<file path="config.mk">
export PLATFORM = sky130hd
export DESIGN_NAME = i2c_slave_responder
export DESIGN_NICKNAME = d
export VERILOG_FILES = /design/src/rtl/i2c_slave_responder.sv
export SDC_FILE = /design/constraint.sdc
export NUM_CORES = 1
export LEC_CHECK = 0
export ABC_CLOCK_PERIOD_IN_PS = 6300
export CAP_MARGIN = 0
export CORE_MARGIN = 5
export CORE_UTILIZATION = 40
export CTS_CLUSTER_DIAMETER = 50
export DETAILED_ROUTE_END_ITERATION = 10
export PLACE_DENSITY = 0.54
export SYNTH_ARGS = -nofsm -noshare
export SYNTH_HDL_FRONTEND = slang
export SYNTH_SLANG_ARGS = --single-unit
</file>
<file path="constraint.sdc">
create_clock -name pclk -period 6.3 [get_ports pclk]
set_input_delay 1.89 -clock pclk [delete_from_list [all_inputs] [get_ports pclk]]
set_output_delay 1.89 -clock pclk [all_outputs]
set_load 0.02 [all_outputs]
</file>
<file path="src/rtl/i2c_slave_responder.sv">
// I2C target: oversampled SCL/SDA, 7-bit address match, register-addressed
// write bursts and pointer-based read bursts against a small register file.
module i2c_slave_responder #(
  parameter logic [6:0] SLAVE_ADDRESS          = 7'h68,
  parameter int         DATA_WIDTH             = 8,
  parameter int         REGISTER_ADDRESS_WIDTH = 8,
  parameter int         NO_OF_REG              = 4
) (
  input  logic                              pclk,
  input  logic                              areset,
  input  logic                              scl_i,
  input  logic                              sda_i,
  output logic                              sda_oe,
  output logic                              wr_strobe,
  output logic [REGISTER_ADDRESS_WIDTH-1:0] wr_addr,
  output logic [DATA_WIDTH-1:0]             wr_data,
  output logic                              busy,
  output logic [5:0]                        state
);

  localparam int IW = (NO_OF_REG > 1) ? $clog2(NO_OF_REG) : 1;

  typedef enum logic [5:0] {
    ST_IDLE      = 6'd0,
    ST_ADDR      = 6'd1,
    ST_ADDR_ACK  = 6'd2,
    ST_REG_ADDR  = 6'd3,
    ST_REG_ACK   = 6'd4,
    ST_WR_DATA   = 6'd5,
    ST_WR_ACK    = 6'd6,
    ST_RD_DATA   = 6'd7,
    ST_RD_ACK    = 6'd8,
    ST_WAIT_STOP = 6'd9
  } state_e;

  state_e                              state_q, state_d;
  logic                                scl_m_q, scl_s_q, scl_p_q;
  logic                                sda_m_q, sda_s_q, sda_p_q;
  logic [2:0]                          bit_cnt_q, bit_cnt_d;
  logic [DATA_WIDTH-1:0]               shift_q, shift_d;
  logic [IW-1:0]                       ptr_q, ptr_d;
  logic                                rw_q, rw_d;
  logic                                sda_oe_q, sda_oe_d;
  logic                                wr_strobe_q, wr_strobe_d;
  logic [REGISTER_ADDRESS_WIDTH-1:0]   wr_addr_q, wr_addr_d;
  logic [DATA_WIDTH-1:0]               wr_data_q, wr_data_d;
  logic                                busy_q;
  logic [DATA_WIDTH-1:0]               regs_q [NO_OF_REG];

  logic                  scl_rise_s, scl_fall_s, start_s, stop_s;
  logic                  byte_done_s, ack_done_s, addr_match_s, reg_ok_s;
  logic                  reg_we_s, load_rd_s;
  logic [DATA_WIDTH-1:0] byte_s, rd_byte_s;
  logic [IW-1:0]         ptr_next_s;

  // START/STOP need SCL stable high across the sample, so an SCL edge wins
  assign scl_rise_s   = scl_s_q & ~scl_p_q;
  assign scl_fall_s   = ~scl_s_q & scl_p_q;
  assign start_s      = scl_s_q & scl_p_q & sda_p_q & ~sda_s_q;
  assign stop_s       = scl_s_q & scl_p_q & ~sda_p_q & sda_s_q;
  assign byte_done_s  = scl_rise_s && (bit_cnt_q == 3'd7);
  assign ack_done_s   = scl_fall_s && (bit_cnt_q == 3'd2);
  assign byte_s       = {shift_q[DATA_WIDTH-2:0], sda_s_q};
  assign addr_match_s = (byte_s[DATA_WIDTH-1:1] == SLAVE_ADDRESS);
  assign reg_ok_s     = ({1'b0, byte_s} < (DATA_WIDTH+1)'(NO_OF_REG));
  assign rd_byte_s    = regs_q[ptr_q];
  assign ptr_next_s   = (ptr_q == IW'(NO_OF_REG - 1)) ? '0 : ptr_q + IW'(1);
  assign load_rd_s    = (state_q == ST_RD_ACK) || ((state_q == ST_ADDR_ACK) && rw_q);

  // State, synchronizers, datapath and registered outputs
  always_ff @(posedge pclk or negedge areset) begin
    if (!areset) begin
      state_q     <= ST_IDLE;
      scl_m_q     <= 1'b1;
      scl_s_q     <= 1'b1;
      scl_p_q     <= 1'b1;
      sda_m_q     <= 1'b1;
      sda_s_q     <= 1'b1;
      sda_p_q     <= 1'b1;
      bit_cnt_q   <= 3'd0;
      shift_q     <= '0;
      ptr_q       <= '0;
      rw_q        <= 1'b0;
      sda_oe_q    <= 1'b0;
      wr_strobe_q <= 1'b0;
      wr_addr_q   <= '0;
      wr_data_q   <= '0;
      busy_q      <= 1'b0;
      for (int i = 0; i < NO_OF_REG; i++) regs_q[i] <= '0;
    end else begin
      state_q     <= state_d;
      scl_m_q     <= scl_i;
      scl_s_q     <= scl_m_q;
      scl_p_q     <= scl_s_q;
      sda_m_q     <= sda_i;
      sda_s_q     <= sda_m_q;
      sda_p_q     <= sda_s_q;
      bit_cnt_q   <= bit_cnt_d;
      shift_q     <= shift_d;
      ptr_q       <= ptr_d;
      rw_q        <= rw_d;
      sda_oe_q    <= sda_oe_d;
      wr_strobe_q <= wr_strobe_d;
      wr_addr_q   <= wr_addr_d;
      wr_data_q   <= wr_data_d;
      busy_q      <= (state_d != ST_IDLE);
      if (reg_we_s) regs_q[ptr_q] <= byte_s;
    end
  end

  // Next-state logic; bus conditions override every state
  always_comb begin
    state_d = state_q;
    if (start_s) begin
      state_d = ST_ADDR;
    end else if (stop_s) begin
      state_d = ST_IDLE;
    end else begin
      case (state_q)
        ST_IDLE, ST_WAIT_STOP: state_d = state_q;
        ST_ADDR:     state_d = byte_done_s ? (addr_match_s ? ST_ADDR_ACK : ST_WAIT_STOP) : ST_ADDR;
        ST_ADDR_ACK: state_d = ack_done_s ? (rw_q ? ST_RD_DATA : ST_REG_ADDR) : ST_ADDR_ACK;
        ST_REG_ADDR: state_d = byte_done_s ? (reg_ok_s ? ST_REG_ACK : ST_WAIT_STOP) : ST_REG_ADDR;
        ST_REG_ACK:  state_d = ack_done_s ? ST_WR_DATA : ST_REG_ACK;
        ST_WR_DATA:  state_d = byte_done_s ? ST_WR_ACK : ST_WR_DATA;
        ST_WR_ACK:   state_d = ack_done_s ? ST_WR_DATA : ST_WR_ACK;
        ST_RD_DATA:  state_d = byte_done_s ? ST_RD_ACK : ST_RD_DATA;
        ST_RD_ACK: begin
          if (scl_rise_s && sda_s_q) state_d = ST_WAIT_STOP;
          else if (ack_done_s)       state_d = ST_RD_DATA;
          else                       state_d = ST_RD_ACK;
        end
        default: state_d = ST_IDLE;
      endcase
    end
  end

  // Bit counting, shifting, pointer, register writes and SDA drive
  always_comb begin
    bit_cnt_d   = bit_cnt_q;
    shift_d     = shift_q;
    ptr_d       = ptr_q;
    rw_d        = rw_q;
    sda_oe_d    = sda_oe_q;
    wr_strobe_d = 1'b0;
    wr_addr_d   = wr_addr_q;
    wr_data_d   = wr_data_q;
    reg_we_s    = 1'b0;
    if (start_s || stop_s) begin
      bit_cnt_d = 3'd0;
      sda_oe_d  = 1'b0;
    end else begin
      case (state_q)
        ST_ADDR, ST_REG_ADDR, ST_WR_DATA: begin
          if (scl_rise_s) begin
            shift_d   = byte_s;
            bit_cnt_d = bit_cnt_q + 3'd1;
            if (byte_done_s) begin
              case (state_q)
                ST_ADDR:     rw_d = sda_s_q;
                ST_REG_ADDR: ptr_d = reg_ok_s ? byte_s[IW-1:0] : ptr_q;
                ST_WR_DATA: begin
                  reg_we_s    = 1'b1;
                  wr_strobe_d = 1'b1;
                  wr_addr_d   = REGISTER_ADDRESS_WIDTH'(ptr_q);
                  wr_data_d   = byte_s;
                  ptr_d       = ptr_next_s;
                end
                default: rw_d = rw_q;
              endcase
            end else begin
              rw_d = rw_q;
            end
          end else begin
            bit_cnt_d = bit_cnt_q;
          end
        end
        ST_RD_DATA: begin
          if (scl_rise_s) begin
            bit_cnt_d = bit_cnt_q + 3'd1;
          end else if (scl_fall_s) begin
            shift_d  = {shift_q[DATA_WIDTH-2:0], shift_q[DATA_WIDTH-1]};
            sda_oe_d = ~shift_q[DATA_WIDTH-2];
          end else begin
            bit_cnt_d = bit_cnt_q;
          end
        end
        // ACK slots: 0 = awaiting fall into slot, 1 = slot low, 2 = slot high
        ST_ADDR_ACK, ST_REG_ACK, ST_WR_ACK, ST_RD_ACK: begin
          if (scl_fall_s && (bit_cnt_q == 3'd0)) begin
            bit_cnt_d = 3'd1;
            sda_oe_d  = (state_q != ST_RD_ACK);
          end else if (scl_rise_s) begin
            bit_cnt_d = 3'd2;
            ptr_d     = ((state_q == ST_RD_ACK) && !sda_s_q) ? ptr_next_s : ptr_q;
          end else if (ack_done_s) begin
            bit_cnt_d = 3'd0;
            if (load_rd_s) begin
              shift_d  = rd_byte_s;
              sda_oe_d = ~rd_byte_s[DATA_WIDTH-1];
            end else begin
              sda_oe_d = 1'b0;
            end
          end else begin
            bit_cnt_d = bit_cnt_q;
          end
        end
        ST_WAIT_STOP: sda_oe_d = 1'b0;
        default:      sda_oe_d = sda_oe_q;
      endcase
    end
  end

  assign sda_oe    = sda_oe_q;
  assign wr_strobe = wr_strobe_q;
  assign wr_addr   = wr_addr_q;
  assign wr_data   = wr_data_q;
  assign busy      = busy_q;
  assign state     = state_q;

endmodule

</file>
==> reports/results.txt <==
Status -> finished clean
Hold EP -> scl_s_q$_DFF_PN1_
Multiplexer area fraction after synthesis -> 21.1%
Wire per inst -> 17.8 µm
Synth warnings -> 0
Hold_buf cts -> 0
H-tree depth -> 3
Layout Area Growth over Synthesis -> 12.1%
Main flop type after synthesis -> dfrtp_1
Max Cap Viol -> 0
Initial antenna violation count -> 0
Proportion of netlist area held by the largest area contributor -> 42.7%
Flops & latches, synth -> 71
Top Family by Delay on Critical Path -> buffers and inverters
Antenna Cells -> 0
Net count, final -> 350
Final WL -> 8.39 mm
Initial DRC count -> 129
Vias -> 2523
Chip width -> 108 µm
Layout Cells excl Fill -> 472
Die height -> 108 µm
CP max stage delay -> 0.71 ns
Kind of critical path -> flop to output pin
Top cells by count, synth -> dfrtp_1, mux2_2, nand2_1
Synth Area in Compound Gates -> 8.25%
# clock sinks -> 71
HPWL after DPL -> 5.74 mm
Global-route wire length before repair -> 14.2 mm
DP Cell Count -> 456
Via/cell ratio -> 5.35
Synth area leaders -> dfrtp_1, mux2_2, mux4_2
Worst IR Drop VDD -> 0.104 mV
Worst skew pair latency -> 0.35 ns
Fin crit share -> 57.7%
Worst setup SP type -> flop
Fmax -> 0.275 GHz
Final Hold Vio Count -> 0
Layout Skew -> 0.00993 ns
Leakage -> 0.00196 µW
PostCTS Resize Cnt -> 0
Slew Limit Fails -> 0
DR pass1 iterations -> 4
EDFF count, synth -> 0
I/O pin count -> 29
Post CTS Setup Buffer Count -> 0
Cell row count -> 35
Crit path buf inv count -> 1
Drt drc -> 0
TritonCTS clock tree -> yes
Reg-to-reg endpoint -> shift_q[5]$_DFFE_PN0P_
Antenna-violating nets left -> 0
Final Critical Period -> 3.63 ns
Cts bufs inserted -> 9
Clk pin slew, worst setup/hold paths -> 0.07 ns
Count leader, synth -> dfrtp_1
R2R setup slack -> 3.55 ns
Pwr dens -> 207 mW/mm²
Simple-gate portion of the synthesized area -> 16.2%
Share of post-route cells with drive strength above 1 -> 30.0%
Vias in the first global route -> 2623
# setup viols final -> 0
Crit-path slowest cell -> clkdlybuf4s50_1
Synth Area in Adders -> 2.63%
Asr flop ratio synth -> 100%
Required @ worst endpoint -> 4.41 ns
Unique masters post-synth -> 63
Max-slew headroom -> 39.0%
Max Fanout on Critical Path -> 17
Hold crit path type -> flop to flop
R2r worst-path depth -> 5
Root buffer cell -> clkbuf_8
Synth area leader -> dfrtp_1
Largest net degree at the start of global routing -> 72
WP data arrival -> 1.74 ns
Crit path depth -> 1
Crit-path cells -> clkdlybuf4s50_1
Critical Path Sink Type -> output pin
Hold Startpoint -> scl_m_q$_DFF_PN1_
RSZ-0062 raised after global routing -> false
XOR/XNOR Fraction of Synth Area -> 0.230%
Worst-margin pin slew -> 0.915 ns
Core area -> 0.00928 mm²
Post-Synthesis Cell Area -> 0.00381 mm²
Util after Layout -> 46.0%
Avg Cell Area, Syn -> 11.9 µm²
Gr usage total -> 15.7%
Fin Setup TNS -> 0 ns
Largest family of logic cells by synthesized area -> multiplexers
IO Port Bufs -> 22
CTS max path bufs -> 2
R2r startpoint -> state[2]$_DFF_PN0_
Worst Hold Path Cells -> 0
Routability cong. -> 0.835
Seq/Total Area, Yosys -> 46.8%
Grt ovf -> 0
Cells after Synth -> 321
Starting density of the core -> 41.0%
Die area -> 0.0116 mm²
## report_power, final
group / total [µW] / internal (µW) / switching, µW / leakage, µW
Combinational: 41.6 / 14.5 / 27.1 / 0.000897
Clock: 367 / 185 / 182 / 0.0000933
Sequential: 475 / 462 / 12.4 / 0.000965
Total: 884 / 662 / 221 / 0.00196
## final cells by class
type / instances / area, µm²
clock buffer: 10 / 128
clock inverter: 6 / 67.6
fill: 872 / 5020
inverter: 9 / 33.8
multi-input combinational: 225 / 1880
sequential: 71 / 1780
tap: 129 / 161
timing repair buffer: 22 / 218
## layer usage
layer	up-vias	track usage (%)	wire length [µm]
met3	10	2.94	287
met4	0	5.32	98
li1	1195	-	-
met5	-	0	0
met2	45	24.2	3900
met1	1273	22.2	4100
## stage by stage
stage          total power (µW)  hold slack [ns]  setup slack [ns]  instance area, µm²
2_1_floorplan               507            0.345              3.89                3830
3_3_place_gp                526            0.346              3.10                4070
3_5_place_dp                526            0.347              3.05                4070
4_1_cts                     896            0.358              2.67                4270
5_1_grt                     919            0.361              2.59                4270
6_report                    884            0.358              2.67                4270
## layout by cell type (no fill, tap or decap), types with 3 or more instances in the layout
cell             netlist  layout
nor3_1                 7       7
conb_1                 1       8
and3_1                 3       3
nand2b_1               4       4
nand3_1               11      11
nor2_1                 8       8
mux2i_1                5       5
nand4b_1               3       3
o21ai_0                8       8
clkdlybuf4s50_1        0      21
a21oi_1                7       7
nor2b_1                6       6
dfrtp_1               65      65
mux2_2                49      49
nand4_1                6       6
dfstp_2                6       6
mux4_2                 8       8
a31oi_1                3       3
ha_1                   8       8
nand2_1               30      30
inv_1                  9       9
clkbuf_8               0       9
nand2_2                4       4
## kinds of logic (layout without fill, tap and decap cells)
family,after synthesis,in the layout
adder cells (fa/ha/maj),8,8
buffers and inverters,32,47
AND/OR/NAND/NOR,103,103
flip-flops,71,71
XOR/XNOR,1,1
other,1,8
multiplexers,64,64
AO/OA/AOI/OAI,41,41
## state kept, by name, summed over array words and instances (netlist names)
name / cells
bit_cnt_q: 3
busy: 1
ptr_q: 2
regs_q: 32
rw_q: 1
scl_m_q: 1
scl_p_q: 1
scl_s_q: 1
sda_m_q: 1
sda_oe: 1
sda_p_q: 1
sda_s_q: 1
shift_q: 8
state: 6
wr_addr: 2
wr_data: 8
wr_strobe: 1
## how the worst max path moves through the flow
stage                        from        to  slack [ns]
3_5_place_dp   state[2]$_DFF_PN0_  state[2]        3.05
6_report       state[2]$_DFF_PN0_  state[2]        2.67
2_1_floorplan  state[4]$_DFF_PN0_  state[4]        3.89
5_1_grt        state[2]$_DFF_PN0_  state[2]        2.59
3_3_place_gp   state[2]$_DFF_PN0_  state[2]        3.10
4_1_cts        state[2]$_DFF_PN0_  state[2]        2.67
No activity file was read; power rests on OpenSTA's default activity.
